`src/rtl/full_adder.sv`:
```
// -----------------------------------------------------------------------------
// full_adder
// Bit-serial 8-bit two's-complement adder. A cycle with load=1 captures the
// operands and the carry-in and clears the result. Each following cycle with
// load=0 adds one bit pair, LSB first. After 8 such cycles, s holds the sum,
// CF holds the carry out of bit 7 and OF holds the signed overflow. The unit
// then idles with its outputs held until the next load.
//
// Ports
//   load : start and synchronous reset (active-high). Captures a, b, cin.
//   clk  : rising-edge clock.
//   a, b : 8-bit signed operands. Sampled only while load=1.
//   cin  : carry-in. Sampled only while load=1.
//   s    : sum shift register. Holds the final sum after step 8.
//   CF   : unsigned carry out of bit 7. Valid after step 8, 0 before that.
//   OF   : signed overflow. Valid after step 8, 0 before that.
// -----------------------------------------------------------------------------
module full_adder (
  input  logic              load,
  input  logic              clk,
  input  logic signed [7:0] a,
  input  logic signed [7:0] b,
  input  logic              cin,
  output logic signed [7:0] s,
  output logic              CF,
  output logic              OF
);

  localparam logic [3:0] CNT_LAST = 4'd7;
  localparam logic [3:0] CNT_DONE = 4'd8;

  // Carry out of a single full-adder cell.
  function automatic logic majority(input logic x, input logic y, input logic z);
    majority = (x & y) | (x & z) | (y & z);
  endfunction

  logic [7:0] ra_q, ra_d;
  logic [7:0] rb_q, rb_d;
  logic [7:0] s_q,  s_d;
  logic [3:0] cnt_q, cnt_d;
  logic       c_q,  c_d;
  logic       c7_q, c7_d;
  logic       cf_q, cf_d;
  logic       of_q, of_d;

  logic       sum_bit_s;
  logic       carry_out_s;

  // One bit of the add, taken from the current LSBs and the running carry.
  always_comb begin
    sum_bit_s   = ra_q[0] ^ rb_q[0] ^ c_q;
    carry_out_s = majority(ra_q[0], rb_q[0], c_q);
  end

  // Next state for one add step. Once cnt reaches 8, every register holds.
  always_comb begin
    ra_d  = ra_q;
    rb_d  = rb_q;
    s_d   = s_q;
    cnt_d = cnt_q;
    c_d   = c_q;
    c7_d  = c7_q;
    cf_d  = cf_q;
    of_d  = of_q;
    if (cnt_q < CNT_DONE) begin
      ra_d  = {1'b0, ra_q[7:1]};
      rb_d  = {1'b0, rb_q[7:1]};
      // The sum enters from the MSB side, so it ends up aligned after 8 shifts.
      s_d   = {sum_bit_s, s_q[7:1]};
      c_d   = carry_out_s;
      cnt_d = cnt_q + 4'd1;
      if (cnt_q == CNT_LAST) begin
        // The incoming carry on the last step is the carry into bit 7.
        c7_d = c_q;
        cf_d = carry_out_s;
        of_d = c_q ^ carry_out_s;
      end else begin
        c7_d = c7_q;
        cf_d = cf_q;
        of_d = of_q;
      end
    end else begin
      ra_d  = ra_q;
      rb_d  = rb_q;
    end
  end

  // State registers. load takes priority, restarts any operation in progress
  // and clears the visible result.
  always_ff @(posedge clk) begin
    if (load) begin
      ra_q  <= a;
      rb_q  <= b;
      c_q   <= cin;
      cnt_q <= 4'd0;
      c7_q  <= 1'b0;
      s_q   <= 8'd0;
      cf_q  <= 1'b0;
      of_q  <= 1'b0;
    end else begin
      ra_q  <= ra_d;
      rb_q  <= rb_d;
      c_q   <= c_d;
      cnt_q <= cnt_d;
      c7_q  <= c7_d;
      s_q   <= s_d;
      cf_q  <= cf_d;
      of_q  <= of_d;
    end
  end

  assign s  = s_q;
  assign CF = cf_q;
  assign OF = of_q;

endmodule

```
`config.mk`:
```
export PLATFORM = sky130hd
export DESIGN_NAME = full_adder
export DESIGN_NICKNAME = d
export VERILOG_FILES = /design/src/rtl/full_adder.sv
export SDC_FILE = /design/constraint.sdc
export NUM_CORES = 1
export LEC_CHECK = 0
export CORE_MARGIN = 1.5
export CORE_UTILIZATION = 48
export CTS_BUF_LIST = sky130_fd_sc_hd__clkbuf_16
export DETAILED_ROUTE_END_ITERATION = 12
export HOLD_SLACK_MARGIN = 0.1
export PLACE_DENSITY = 0.79
export SYNTH_ARGS = -nofsm -noshare
export SYNTH_HDL_FRONTEND = slang
export SYNTH_SLANG_ARGS = --single-unit
```
`constraint.sdc`:
```
create_clock -name clk -period 1.57 [get_ports clk]
set_input_delay 0.2355 -clock clk [delete_from_list [all_inputs] [get_ports clk]]
set_output_delay 0.2355 -clock clk [all_outputs]
set_load 0.01 [all_outputs]
```
* Word level (Yosys, flattened, before mapping) *
Index checks and enable logic that the tools add are counted.

word-level totals
  flip-flop bits (word level) = 31
  input port bits = 19
  output and inout bits = 10
  logic and storage cells = 26

cells by class
  $add $sub $neg = 1
  order comparisons = 1
  eq/ne operators = 1
  muxes and demuxes = 6
  bitwise gates (word level) = 8
  reduce and logical (&&, ||, !) cells = 2

operator list
  operator                                                                number
  8-bit two-way mux                                                       4
  4-bit by 1-bit adder with 4-bit output (second input constant)          1
  4-bit by 3-bit equality test with 1-bit output (second input constant)  1
  4-bit < comparator (second input constant)                              1
  1-bit bitwise AND                                                       3
  1-bit bitwise XOR                                                       3
  1-bit two-way mux                                                       2
  1-bit bitwise OR                                                        2
  2-bit AND reduction                                                     1
  2-bit nonzero test                                                      1

* Logic depth before layout (Yosys ltp) *
Gate-level depths: netlist of run 1.

  depth after elaboration = 5
  gate-level depth with buffers = 4
  gate-level depth less buffers = 4

* Least setup slack after synthesis of run 1 *
OpenSTA, ideal clock, no wires.

  path kind = reg2reg
  start = reg ra_q[0]
  end = reg c_q, data pin
  library setup time = 0.262 ns
  arrival = 1.119 ns
  data required time = 1.308 ns
  path slack = 0.189 ns
  cell stages (with the launch flop) = 3
  buffers on the path = 0
  clock period less this slack = 1.381 ns
  cells stage by stage = edfxtp_1 -> fa_1 -> mux2_1

on the way
  cells in the longest elaborated chain, start to end = 5
  elaborated cells on any way between the ends = 6
  those cells by class = mux (2); bitwise (4)

RTL lines
  what                               RTL line  text
  from (decl)                        37        logic [7:0] ra_q, ra_d;
  from (signal assigned)             101       ra_q <= ra_d;
  1-bit bitwise AND                  34        majority = (x & y) | (x & z) | (y & z);
  1-bit bitwise OR (*) (2 in a row)  34
  1-bit two-way mux (*)              65        if (cnt_q < CNT_DONE) begin
  named net c_d                      41        logic c_q, c_d;
  1-bit two-way mux (*)              91        if (load) begin
  to (signal assigned)               94        c_q <= cin;
  to (decl)                          41

Mark *: on every way through the listed nets, which the timed path passes. The rest lies on a longest branch. The select of a mux whose other input is x is not followed.
A chain may end at the register's enable or synchronous reset.

* Worst setup path after layout of run 1 *
Same ends and word-level chain as after synthesis.

==> results.sh, run 1 <==
export IMPL_dieArea_sq_um=2925
export IMPL_cts_path_max_buffers=2
export IMPL_required_ns=1.58
export IMPL_multi_input_area_sq_um=434.2
export IMPL_die_w_um=54.08
export IMPL_insertedDiodeCount=0
export IMPL_cts_resized=0
export IMPL_switching_share_pct=20.52
export IMPL_netlist_area_sq_um=1252
export IMPL_via_per_inst=4.935
export IMPL_drc_errors=0
export IMPL_core_rowCount=18
export IMPL_status="finished, final reports clean"
export IMPL_yosysWarnings=0
export IMPL_end_kind="flop"
export IMPL_arrival_ns=1.44
export IMPL_hold_start="s[0]$_SDFFE_PP0N_"
export IMPL_layout_commonest_cell="clkdlybuf4s50_1"
export IMPL_endpoint="c_q$_DFFE_PP_"
export IMPL_seq_area_sq_um=790.8
export IMPL_initial_core_util_pct=50.56
export IMPL_grt_total_usage_pct=16.44
export IMPL_intPower_uw=1631
export IMPL_critPathLaunchType="flop"
export IMPL_grt_pass1_vias=748
export IMPL_clkPwrFrac_pct=43.6
export IMPL_io_buffers=28
export IMPL_drtIter0Drc=9
export IMPL_total_leakage_power_uw=0.0006536
export IMPL_synth_seq_cells=31
export IMPL_synth_fp_nets=107
export IMPL_cts_hold_buf=0
export IMPL_yosysSeqAreaShare_pct=63.14
export IMPL_place_congestion=0.6923
export IMPL_insertion_delay_ns=0.27
export IMPL_cts_sinks=31
export IMPL_post_route_min_period_ns=1.431
export IMPL_met2_usage_pct=26.42
export IMPL_reg2reg_slack_ns=0.14
export IMPL_dp_hpwl_um=1466
export IMPL_r2r_cells=2
export IMPL_relSlewSlack_pct=83.36
export IMPL_synth_compound_area_share_pct=1.499
export IMPL_grt_pass1_wl_um=3277
export IMPL_syn_inst=86
export IMPL_fin_util_pct=70.30
export IMPL_drive_above_1_share_pct=14.52
export IMPL_cts_htree_levels=2
export IMPL_reg2reg_to="c_q$_DFFE_PP_"
export IMPL_wl_per_cell_um=13.10
export IMPL_grt_max_degree=18
export IMPL_hold_path_class="flop to flop"
export IMPL_post_route_period_util_pct=91.14
export IMPL_vias=760
export IMPL_slew_viol_final=0
export IMPL_rsz0062_at_grt="false"
export IMPL_top_level_ports=29
export IMPL_finalSetupTns_ns=0
export IMPL_yosysUniqueCellTypes=18
export IMPL_cts_tree="done"
export IMPL_grt_busiest_layer="met2"
export IMPL_yosys_area_share_simple_pct=6.993
export IMPL_synth_fa_ha_area_share_pct=2.597
export IMPL_peakVddDrop_mv=1.102
export IMPL_combPwrFrac_pct=9.6
export IMPL_fmax_ghz=0.6989
export IMPL_synth_top_family_by_area="multiplexers"
export IMPL_totalWireLength_um=2017
export IMPL_globalRouteMet3Util_pct=7.500
export IMPL_maxCapViolCount=0
export IMPL_min_path_cells=2
export IMPL_core_sq_um=2477
export IMPL_r2r_start="ra_q[0]$_DFFE_PP_"
export IMPL_firstDrtPassIters=4
export IMPL_p_sw_uw=421.1
export IMPL_post_cts_setup_buffers=0
export IMPL_root_buffer="clkbuf_16"
export IMPL_fin_skew_ns=0.007683
export IMPL_synth_xor_area_share_pct=2.098
export IMPL_grt_antenna_before_repair=0
export IMPL_clkTransAtPathRegs_ns=0.05
export IMPL_p_seq_share_pct=46.8
export IMPL_worst_pin_slew_ns=0.2493
export IMPL_mostFrequentLayoutCells="clkdlybuf4s50_1, edfxtp_1, dfxtp_1, nor2_1, mux2_1"
export IMPL_final_nets=144
export IMPL_cp_startpoint="ra_q[0]$_DFFE_PP_"
export IMPL_synthMuxAreaShare_pct=21.48
export IMPL_crit_fanout=3
export IMPL_n_fill_cell=181
export IMPL_setup_viol=0
export IMPL_met1_usage_pct=18.45
export IMPL_hold_viol_final=0
export IMPL_area_delta_synth_final_pct=39.06
export IMPL_cts_buffers=5
export IMPL_p_per_area_nw_per_um2=1178
export IMPL_synth_avg_cell_area_sq_um=14.56
export IMPL_chipHeight_um=54.08
export IMPL_postRouteAntennaNets=0
export IMPL_grt_overflow_total=0
export IMPL_critical_path_class="flop to flop"
==> routing by layer <==
| layer | vias to the layer above | wire (um) |
|---|---|---|
| met1 | 356 | 837 |
| met2 | 21 | 1050 |
| met3 | 4 | 102 |
| met4 | 0 | 27 |
| li1 | 379 | - |
| met5 | - | 0 |
==> power by group through the flow <==
stage / clock network (uW) / registers, uW / logic [uW]
5_1_grt: 946 / 969 / 218
3_3_place_gp: 0 / 971 / 190
6_report: 895 / 960 / 197
4_1_cts: 903 / 961 / 201
2_1_floorplan: 0 / 974 / 96.9
3_5_place_dp: 0 / 976 / 198
==> worst min-delay path by stage <==
stage	endpoint	slack (ns)
after global routing	s[2]$_SDFFE_PP0N_	0.54
after CTS	s[0]$_SDFFE_PP0N_	0.51
after floorplan	ra_q[7]$_SDFFCE_PN0P_	0.44
final	s[0]$_SDFFE_PP0N_	0.51
after global placement	s[0]$_SDFFE_PP0N_	0.47
after detailed placement	s[0]$_SDFFE_PP0N_	0.50
==> sequential cells by signal, summed over array words and instances, names as in the netlist <==
register and count:
CF 1, rb_q 8, ra_q 8, c_q 1, cnt_q 4, OF 1, s 8
==> layout make-up <==
type | count | share of cell area (%)
clock buffer | 5 | 7.184
clock inverter | 3 | 0.9339
multi-input combinational | 51 | 24.93
sequential | 31 | 45.40
tap | 30 | 2.155
timing repair buffer | 34 | 19.40
==> kinds of logic after synthesis <==
logic type	Yosys count
flip-flops	31
multiplexers	25
AND/OR/NAND/NOR	19
buffers and inverters	4
XOR/XNOR	3
AO/OA/AOI/OAI	2
adder cells (fa/ha/maj)	2
==> metrics by stage <==
stage          power (uW)  setup WS [ns]  instance area (sq um)  instances  hold slack, ns
5_1_grt              2133        0.07500                   1742        154          0.5405
3_3_place_gp         1161        0.06720                   1600        146          0.4738
6_report             2052         0.1391                   1742        154          0.5082
3_5_place_dp         1174        0.02937                   1600        146          0.4982
2_1_floorplan        1070         0.1889                   1252         86          0.4393
4_1_cts              2065         0.1210                   1742        154          0.5114
==> synthesized netlist by cell type <==
cell	n	share of area, %
and3b_2	1	0.80
mux2_2	3	2.7
mux2_1	12	11
dfxtp_1	14	22
fa_1	1	1.6
ha_1	1	1.0
a211oi_2	1	1.0
and2_1	2	1.0
xnor2_1	2	1.4
nor2b_1	1	0.50
nand2b_1	1	0.50
nor2_1	14	4.2
buf_2	1	0.40
buf_4	3	1.8
a31oi_1	1	0.50
mux2i_1	10	8.0
xor2_1	1	0.70
edfxtp_1	17	41
==> worst max-delay path: stages (launching register included) <==
cell	delay, ns
edfxtp_1	0.39
fa_1	0.48
mux2_1	0.31
No activity file was read; power rests on OpenSTA's default activity.
==> inputs of run 2 (changes only) <==
--- a/config.mk
+++ b/config.mk
@@ -11,6 +11,7 @@
 export DETAILED_ROUTE_END_ITERATION = 12
 export HOLD_SLACK_MARGIN = 0.1
 export PLACE_DENSITY = 0.79
+export RECOVER_POWER = 100
 export SYNTH_ARGS = -nofsm -noshare
 export SYNTH_HDL_FRONTEND = slang
 export SYNTH_SLANG_ARGS = --single-unit
==> results.sh, run 2 (synthesized netlist as in run 1, its figures left out) <==
export IMPL_crit_fanout=3
export IMPL_slowest_delay_ns=0.61
export IMPL_grt_pass1_wl_um=3277
export IMPL_peakVddDrop_mv=1.090
export IMPL_min_path_cells=2
export IMPL_end_kind="primary output"
export IMPL_dieArea_sq_um=2925
export IMPL_crit_family="buffers and inverters"
export IMPL_cts_resized=0
export IMPL_firstDrtPassIters=4
export IMPL_drive_above_1_share_pct=12.10
export IMPL_layout_commonest_cell="clkdlybuf4s50_1"
export IMPL_cts_hold_buf=0
export IMPL_cts_tree="done"
export IMPL_clkTransAtPathRegs_ns=0.05
export IMPL_grt_antenna_before_repair=0
export IMPL_mostFrequentLayoutCells="clkdlybuf4s50_1, edfxtp_1, dfxtp_1, nor2_1, mux2_1"
export IMPL_die_w_um=54.08
export IMPL_slew_viol_final=0
export IMPL_reg2reg_slack_ns=0.14
export IMPL_fin_util_pct=69.85
export IMPL_core_sq_um=2477
export IMPL_critPathSlowestCell="dlygate4sd3_1"
export IMPL_worst_pin_slew_ns=0.3813
export IMPL_top_level_ports=29
export IMPL_critPathLaunchType="flop"
export IMPL_met1_usage_pct=18.45
export IMPL_required_ns=1.33
export IMPL_maxCapViolCount=0
export IMPL_grt_pass1_vias=748
export IMPL_vias=756
export IMPL_via_per_inst=4.909
export IMPL_core_rowCount=18
export IMPL_hold_start="s[0]$_SDFFE_PP0N_"
export IMPL_initial_core_util_pct=50.56
export IMPL_postRouteAntennaNets=0
export IMPL_arrival_ns=1.24
export IMPL_cts_path_max_buffers=2
export IMPL_post_route_min_period_ns=1.471
export IMPL_grt_overflow_total=0
export IMPL_reg2reg_to="c_q$_DFFE_PP_"
export IMPL_setup_viol=0
export IMPL_dp_hpwl_um=1466
export IMPL_critical_path_class="flop to primary output"
export IMPL_relSlewSlack_pct=74.58
export IMPL_chipHeight_um=54.08
export IMPL_cts_sinks=31
export IMPL_area_delta_synth_final_pct=38.16
export IMPL_met2_usage_pct=26.42
export IMPL_final_nets=144
export IMPL_wl_per_cell_um=13.21
export IMPL_post_cts_setup_buffers=0
export IMPL_grt_max_degree=18
export IMPL_globalRouteMet3Util_pct=7.500
export IMPL_cts_buffers=5
export IMPL_post_route_period_util_pct=93.68
export IMPL_insertion_delay_ns=0.27
export IMPL_totalWireLength_um=2035
export IMPL_drtIter0Drc=8
export IMPL_grt_busiest_layer="met2"
export IMPL_fin_skew_ns=0.007849
export IMPL_rsz0062_at_grt="false"
export IMPL_status="finished, final reports clean"
export IMPL_hold_viol_final=0
export IMPL_root_buffer="clkbuf_16"
export IMPL_p_per_area_nw_per_um2=1180
export IMPL_grt_total_usage_pct=16.44
export IMPL_r2r_start="ra_q[0]$_DFFE_PP_"
export IMPL_crit_chain="dlygate4sd3_1"
export IMPL_insertedDiodeCount=0
export IMPL_cts_htree_levels=2
export IMPL_holdPathEnd="s[0]$_SDFFE_PP0N_"
export IMPL_finalSetupTns_ns=0
export IMPL_hold_path_class="flop to flop"
export IMPL_total_leakage_power_uw=0.0006746
export IMPL_fmax_ghz=0.6799
export IMPL_io_buffers=28
export IMPL_r2r_cells=2
export IMPL_path_buf_inv=1
export IMPL_drc_errors=0
export IMPL_place_congestion=0.6923
==> run 2: cell type report <==
type                    instances  area, sq um
clock buffers                   5        125.1
clock inverters                 3        16.27
fillers                       187        747.0
multi-input cells              51        434.2
flip-flops and latches         31        790.8
well taps                      30        37.54
repair buffers                 34        326.6
==> run 2: routing by layer <==
layer  part of all wire, %  wire length, um
met5                     0                0
met2                    52             1058
met1                    42              847
met3                   5.0              102
met4                   1.3               27
==> run 2: metrics by stage <==
step	hold slack [ns]	worst slack [ns]	std cells	instance area [sq um]	total power [uW]
after floorplan	0.4393	0.1889	86	1252	1070
after global placement	0.4738	0.06720	146	1600	1161
after detailed placement	0.4982	0.02937	146	1600	1174
after CTS	0.5114	0.1210	154	1742	2065
after global routing	0.5434	0.04034	154	1730	2125
final	0.5046	0.09927	154	1730	2042
==> run 2: power breakdown <==
part	switching [uW]	internal [uW]	total, uW
clock	317	576	893
combinational	71.0	118	189
sequential	31.1	929	960
total	419	1620	2040
==> run 2: how the worst max path moves through the flow <==
stage / start / to / slack, ns / cells past startpoint
global placement: load / ra_q[4]$_DFFE_PP_ / 0.07 / 3
global route: s[5]$_SDFFE_PP0N_ / s[5] / 0.04 / 1
CTS: ra_q[0]$_DFFE_PP_ / c_q$_DFFE_PP_ / 0.12 / 2
finish: s[6]$_SDFFE_PP0N_ / s[6] / 0.1 / 1
detailed placement: load / ra_q[5]$_DFFE_PP_ / 0.03 / 3
floorplan: ra_q[0]$_DFFE_PP_ / c_q$_DFFE_PP_ / 0.19 / 2
